<file path="src/rtl/banco_reg_wb_pkg.sv">
// Shared constants for the write-back register bank and the destination selector.
package banco_reg_wb_pkg;

    localparam int DATA_W       = 32;
    localparam int ADDR_W       = 5;
    localparam int REG_ZERO     = 0;
    localparam int REG_SP       = 29;
    localparam int REG_RA       = 31;
    localparam int SP_RESET_VAL = 227;
    localparam int TRACE_CNT_W  = 16;

    // A write only reaches the bank when enabled and not aimed at the hard-wired zero register.
    function automatic logic wr_accepted(input logic we, input logic [ADDR_W-1:0] addr);
        return we && (addr != ADDR_W'(REG_ZERO));
    endfunction

endpackage

</file>
<file path="src/rtl/banco_reg_wb_operand_latch.sv">
// Operand latch (A or B): write-first bypass select in front of an enable register.
module banco_reg_wb_operand_latch
    import banco_reg_wb_pkg::*;
#(
    parameter int WIDTH = 32,
    parameter int AW    = 5
) (
    input  logic             clk,
    input  logic             reset,
    input  logic             load,
    input  logic             wr_en,
    input  logic [AW-1:0]    wr_addr,
    input  logic [WIDTH-1:0] wr_data,
    input  logic [AW-1:0]    rd_addr,
    input  logic [WIDTH-1:0] rd_data,
    output logic [WIDTH-1:0] q
);

    logic [WIDTH-1:0] bypass_s;
    logic [WIDTH-1:0] val_d;
    logic [WIDTH-1:0] val_q;

    // Select in-flight write data when it targets the register being read, so the latch never captures stale data.
    always_comb begin
        bypass_s = rd_data;
        val_d    = val_q;
        if (wr_en && (wr_addr == rd_addr) && (wr_addr != AW'(REG_ZERO))) begin
            bypass_s = wr_data;
        end else begin
            bypass_s = rd_data;
        end
        if (load) begin
            val_d = bypass_s;
        end else begin
            val_d = val_q;
        end
    end

    // Operand register.
    always_ff @(posedge clk or negedge reset) begin
        if (!reset) begin
            val_q <= '0;
        end else begin
            val_q <= val_d;
        end
    end

    assign q = val_q;

endmodule

</file>
<file path="src/rtl/banco_reg_wb.sv">
// banco_reg_wb: 32x32 MIPS register bank with two combinational read ports and bypassed A/B latches.
// Defining BANCO_REG_TRACE_EN adds LastWrAddr/LastWrData/WrCount write-trace outputs.
module banco_reg_wb
    import banco_reg_wb_pkg::*;
#(
    parameter int DATA_W   = banco_reg_wb_pkg::DATA_W,
    parameter int ADDR_W   = banco_reg_wb_pkg::ADDR_W,
    parameter int NUM_REGS = 32,
    parameter int SP_RESET = SP_RESET_VAL
) (
    input  logic              clk,
    input  logic              reset,
    input  logic              RegWrite,
    input  logic [ADDR_W-1:0] WriteReg,
    input  logic [DATA_W-1:0] WriteData,
    input  logic [ADDR_W-1:0] ReadReg1,
    input  logic [ADDR_W-1:0] ReadReg2,
    input  logic              AWrite,
    input  logic              BWrite,
    output logic [DATA_W-1:0] ReadData1,
    output logic [DATA_W-1:0] ReadData2,
    output logic [DATA_W-1:0] A_out,
    output logic [DATA_W-1:0] B_out
`ifdef BANCO_REG_TRACE_EN
    ,
    output logic [ADDR_W-1:0]      LastWrAddr,
    output logic [DATA_W-1:0]      LastWrData,
    output logic [TRACE_CNT_W-1:0] WrCount
`endif
);

    logic [DATA_W-1:0] regs_d [NUM_REGS];
    logic [DATA_W-1:0] regs_q [NUM_REGS];
    logic              wr_acc_s;

    assign wr_acc_s = wr_accepted(RegWrite, WriteReg);

    // Next-state of the register array; entry zero is pinned to zero.
    always_comb begin
        regs_d = regs_q;
        if (wr_acc_s) begin
            regs_d[WriteReg] = WriteData;
        end else begin
            regs_d = regs_q;
        end
        regs_d[REG_ZERO] = '0;
    end

    // Register array; $sp comes out of reset pointing at the initial stack top.
    always_ff @(posedge clk or negedge reset) begin
        if (!reset) begin
            for (int i = 0; i < NUM_REGS; i++) begin
                regs_q[i] <= (i == REG_SP) ? DATA_W'(SP_RESET) : '0;
            end
        end else begin
            regs_q <= regs_d;
        end
    end

    assign ReadData1 = regs_q[ReadReg1];
    assign ReadData2 = regs_q[ReadReg2];

    banco_reg_wb_operand_latch #(.WIDTH(DATA_W), .AW(ADDR_W)) u_latch_a (
        .clk     (clk),
        .reset   (reset),
        .load    (AWrite),
        .wr_en   (RegWrite),
        .wr_addr (WriteReg),
        .wr_data (WriteData),
        .rd_addr (ReadReg1),
        .rd_data (ReadData1),
        .q       (A_out)
    );

    banco_reg_wb_operand_latch #(.WIDTH(DATA_W), .AW(ADDR_W)) u_latch_b (
        .clk     (clk),
        .reset   (reset),
        .load    (BWrite),
        .wr_en   (RegWrite),
        .wr_addr (WriteReg),
        .wr_data (WriteData),
        .rd_addr (ReadReg2),
        .rd_data (ReadData2),
        .q       (B_out)
    );

`ifdef BANCO_REG_TRACE_EN
    logic [ADDR_W-1:0]      last_addr_d, last_addr_q;
    logic [DATA_W-1:0]      last_data_d, last_data_q;
    logic [TRACE_CNT_W-1:0] wr_cnt_d,    wr_cnt_q;

    // Trace next-state: record each accepted write; the counter wraps naturally.
    always_comb begin
        last_addr_d = last_addr_q;
        last_data_d = last_data_q;
        wr_cnt_d    = wr_cnt_q;
        if (wr_acc_s) begin
            last_addr_d = WriteReg;
            last_data_d = WriteData;
            wr_cnt_d    = wr_cnt_q + TRACE_CNT_W'(1);
        end else begin
            wr_cnt_d    = wr_cnt_q;
        end
    end

    // Trace registers.
    always_ff @(posedge clk or negedge reset) begin
        if (!reset) begin
            last_addr_q <= '0;
            last_data_q <= '0;
            wr_cnt_q    <= '0;
        end else begin
            last_addr_q <= last_addr_d;
            last_data_q <= last_data_d;
            wr_cnt_q    <= wr_cnt_d;
        end
    end

    assign LastWrAddr = last_addr_q;
    assign LastWrData = last_data_q;
    assign WrCount    = wr_cnt_q;
`endif

endmodule

</file>
<file path="config.mk">
export PLATFORM = sky130hd
export DESIGN_NAME = banco_reg_wb
export DESIGN_NICKNAME = d
export VERILOG_FILES = /design/src/rtl/banco_reg_wb_pkg.sv /design/src/rtl/banco_reg_wb_operand_latch.sv /design/src/rtl/banco_reg_wb.sv
export SDC_FILE = /design/constraint.sdc
export NUM_CORES = 2
export LEC_CHECK = 0
export CAP_MARGIN = 0
export CORE_ASPECT_RATIO = 2
export CORE_MARGIN = 4
export CORE_UTILIZATION = 58
export DETAILED_ROUTE_END_ITERATION = 7
export PLACE_DENSITY_LB_ADDON = 0.12
export SLEW_MARGIN = 25
export SYNTH_ARGS = -nofsm -noshare
export SYNTH_HDL_FRONTEND = slang
export SYNTH_SLANG_ARGS = --single-unit
</file>
<file path="constraint.sdc">
create_clock -name clk -period 4.1 [get_ports clk]
set_input_delay 0.82 -clock clk [delete_from_list [all_inputs] [get_ports clk]]
set_output_delay 0.82 -clock clk [all_outputs]
set_load 0.02 [all_outputs]
</file>
==> impl_metrics.json <==
{
  "outcome": "complete, no violations",
  "crit_slowest_cell": "clkdlybuf4s50_1",
  "ctsHoldBuffers": 0,
  "maxCapViolCount": 0,
  "finalCritPeriodShare": 0.9906,
  "drc_errors": 0,
  "post_dp_cell_area_um2": 61900,
  "grt_start_max_net_pins": 127,
  "final_core_util": 0.6688,
  "tns_ns": 0,
  "synth_fa_ha_area_frac": 0,
  "drive_above_1_share": 0.4705,
  "max_stage_delay_ns": 0.60,
  "finalHoldViolations": 0,
  "grt_pass1_vias": 43330,
  "avgRoutedWirePerCell_um": 36.15,
  "grt_pass1_wl_um": 294500,
  "register_area_um2": 26430,
  "dpl.hpwl_um": 131700,
  "setup_viol": 0,
  "via_per_inst": 7.271,
  "powerDensity_nw_per_um2": 476.5,
  "cts_sinks": 1056,
  "syn-cell-area_um2": 57070,
  "io_buffer_count": 179,
  "post_synth_mux_area_share": 0.3795,
  "dieArea_um2": 103800,
  "worstPathArrival_ns": 3.24,
  "async_flop_share": 1.000,
  "r2r_end": "u_latch_a.q[25]",
  "postSynthAreaPerCell_um2": 14.01,
  "critical-path-top-delay-family": "buffers and inverters",
  "end_kind": "primary output",
  "hold_class": "input port to asynchronous set/reset pin",
  "h-tree-depth": 3,
  "fmax_mhz": 246.2,
  "total_leakage_power_uw": 0.02866,
  "ys_types": 57,
  "drv_slew": 0,
  "syn2layout_area_growth_pct": 14.24,
  "core_area_um2": 97500,
  "synth_cells": 4073,
  "multiInputGateArea_um2": 28730,
  "synth_edf_count": 0,
  "synth_top_area_share": 0.4608,
  "grt_util_all_layers": 0.3902,
  "cp_max_fo": 23,
  "cp_num_buf_inv": 4,
  "design_area_um2": 65200,
  "cts_setup_buffers": 0,
  "dr.pass1.iters": 6,
  "synth_xor_area_frac": 0.001535,
  "yosysSeqAreaShare": 0.4631,
  "rr_startpoint": "regs_q[25]",
  "synth_top_cell_by_area": "dfrtp_1",
  "synth_compound_area_frac": 0.09779,
  "finClkSkew_ns": 0.02421,
  "cts_buffers": 96,
  "cts_tree": "done",
  "path_class": "input port to primary output",
  "clockBufferDepth": 3,
  "yosysWarningCount": 0,
  "synth_top_family_by_area": "multiplexers",
  "fin_nets": 4297,
  "yosys.area_share.simple": 0.02050,
  "crit_chain": "clkbuf_8, nand2b_2, buf_12, o221ai_1, o21ai_0, a211o_1, o31ai_1, buf_4, clkdlybuf4s50_1",
  "slew_headroom": 0.3395,
  "ys_ff_latch": 1056,
  "critPathRequiredTime_ns": 3.28,
  "ys.flop_type": "dfrtp_1",
  "synthTopCellsByArea": "dfrtp_1 (46%), mux2_2 (21%), mux4_2 (13%)",
  "cp-start-kind": "input port",
  "grt.overflow.total": 0,
  "vias": 41020,
  "drt_iter0_drc": 3941,
  "cts_root_buf": "clkbuf_16",
  "routed_wl_um": 204000,
  "die_h_um": 451.6,
  "ir_drop_mv": 0.4070,
  "finalCriticalPeriod_ns": 4.061,
  "power_uw": 31070,
  "ios": 180,
  "r2r_slack_ns": 2.09,
  "mostFrequentLayoutCell": "mux2_2",
  "clk_latency_ns": 0.71,
  "syn_nets": 4125,
  "start_util": 0.5854,
  "rr_worst_depth": 5,
  "grt_setup_unrepaired": "no",
  "gp_congestion": 0.8903,
  "path_clk_slew_ns": 0.06,
  "antenna_found_initial": 15,
  "die_x_um": 229.8,
  "fillers": 7062,
  "final_cell_mix": "mux2_2 (1055), dfrtp_1 (1051), mux4_2 (320), buf_4 (294), mux2i_1 (256)",
  "rows": 162,
  "ant_nets": 0,
  "tightest_slew_ns": 0.9823
}
-- cell usage after synthesis, types with 4 or more instances --
cell type  count
o31ai_1       45
o221ai_2      10
dfrtp_1     1051
xnor2_1        5
a211o_1       47
a21oi_1       81
o22ai_1      107
o21ai_0       55
o221ai_1     118
a21o_1        18
nor3b_1        4
xor2_1         5
dfstp_2        5
nand3_1        4
o21ai_1       11
nand2b_1       8
nor2b_1       34
a211oi_1      63
nand3b_1       4
buf_2        102
o22ai_2       20
a2111o_1      63
and2_1        31
inv_1          4
nand2_1       19
buf_6         23
nor3_1        84
mux2i_1      256
mux4_2       320
nor2_1        19
buf_1         65
buf_4         36
mux2_2      1055
clkbuf_1     210
a22o_1        63
-- kinds of logic after synthesis --
logic type	Yosys count
flip-flops	1056
buffers and inverters	447
AO/OA/AOI/OAI	711
XOR/XNOR	10
AND/OR/NAND/NOR	217
multiplexers	1632
-- state kept, by name, summed over array words and instances, names as in the netlist --
| register | flops |
|---|---|
| regs_q | 992 |
| u_latch_a.q | 32 |
| u_latch_b.q | 32 |
-- repair_timing --
item                                    4_1_cts  5_1_grt
endpoints found under the setup margin        1        3
pin swaps                                     0        0
gates resized for setup                       1        3
-- per-layer routing --
metal  track usage  vias up  share of wire  routed length [um]
li1              -    16300              -                   -
met1        0.4465    21710           0.34               68930
met2        0.6439     2181           0.49               99030
met3       0.08023      826          0.080               16400
met4        0.2986       14          0.096               19500
met5             0        -        0.00046                  93
-- report_power, final --
group | switching, uW | leakage (uW) | internal, uW
logic | 3350 | 0.0135 | 4050
clock network | 4210 | 0.00164 | 5460
registers | 1550 | 0.0135 | 12500
total | 9110 | 0.0287 | 22000
-- layout make-up --
| type | instances | share of cell area |
|---|---|---|
| Tap cell | 1312 | 0.02518 |
| Multi-Input combinational cell | 2570 | 0.4406 |
| Clock buffer | 136 | 0.04350 |
| Sequential cell | 1056 | 0.4054 |
| Antenna cell | 7 | 0.0002687 |
| Inverter | 7 | 0.0004222 |
| Clock inverter | 40 | 0.007541 |
| Timing Repair Buffer | 514 | 0.07706 |
-- stage by stage --
step                      instances  setup WS [ns]  hold WS (ns)
final                          5642        0.03871       0.04027
after global placement         5459       -0.03932        0.4858
after global routing           5636       0.001501       0.07295
after floorplan                4073         0.7962        0.4905
after CTS                      5635        0.04294       0.06200
after detailed placement       5459       -0.01830        0.4862
-- worst max-delay path by stage --
stage	from	to	slack (ns)	depth (start not counted)
2_1_floorplan	ReadReg1[0]	ReadData1[1]	0.80	7
3_3_place_gp	ReadReg1[2]	ReadData1[5]	-0.04	9
3_5_place_dp	ReadReg1[2]	ReadData1[5]	-0.02	9
4_1_cts	ReadReg2[2]	ReadData2[9]	0.04	9
5_1_grt	ReadReg2[0]	ReadData2[0]	0.002	9
6_report	ReadReg2[2]	ReadData2[13]	0.04	9
-- worst reg2reg max path: stages (launching register included) --
cell      delay (ns)
dfrtp_1         0.42
mux4_2          0.47
o21ai_0         0.36
buf_4           0.19
a211oi_1        0.07
a2111o_1        0.40
No activity file was read; power rests on OpenSTA's default activity.
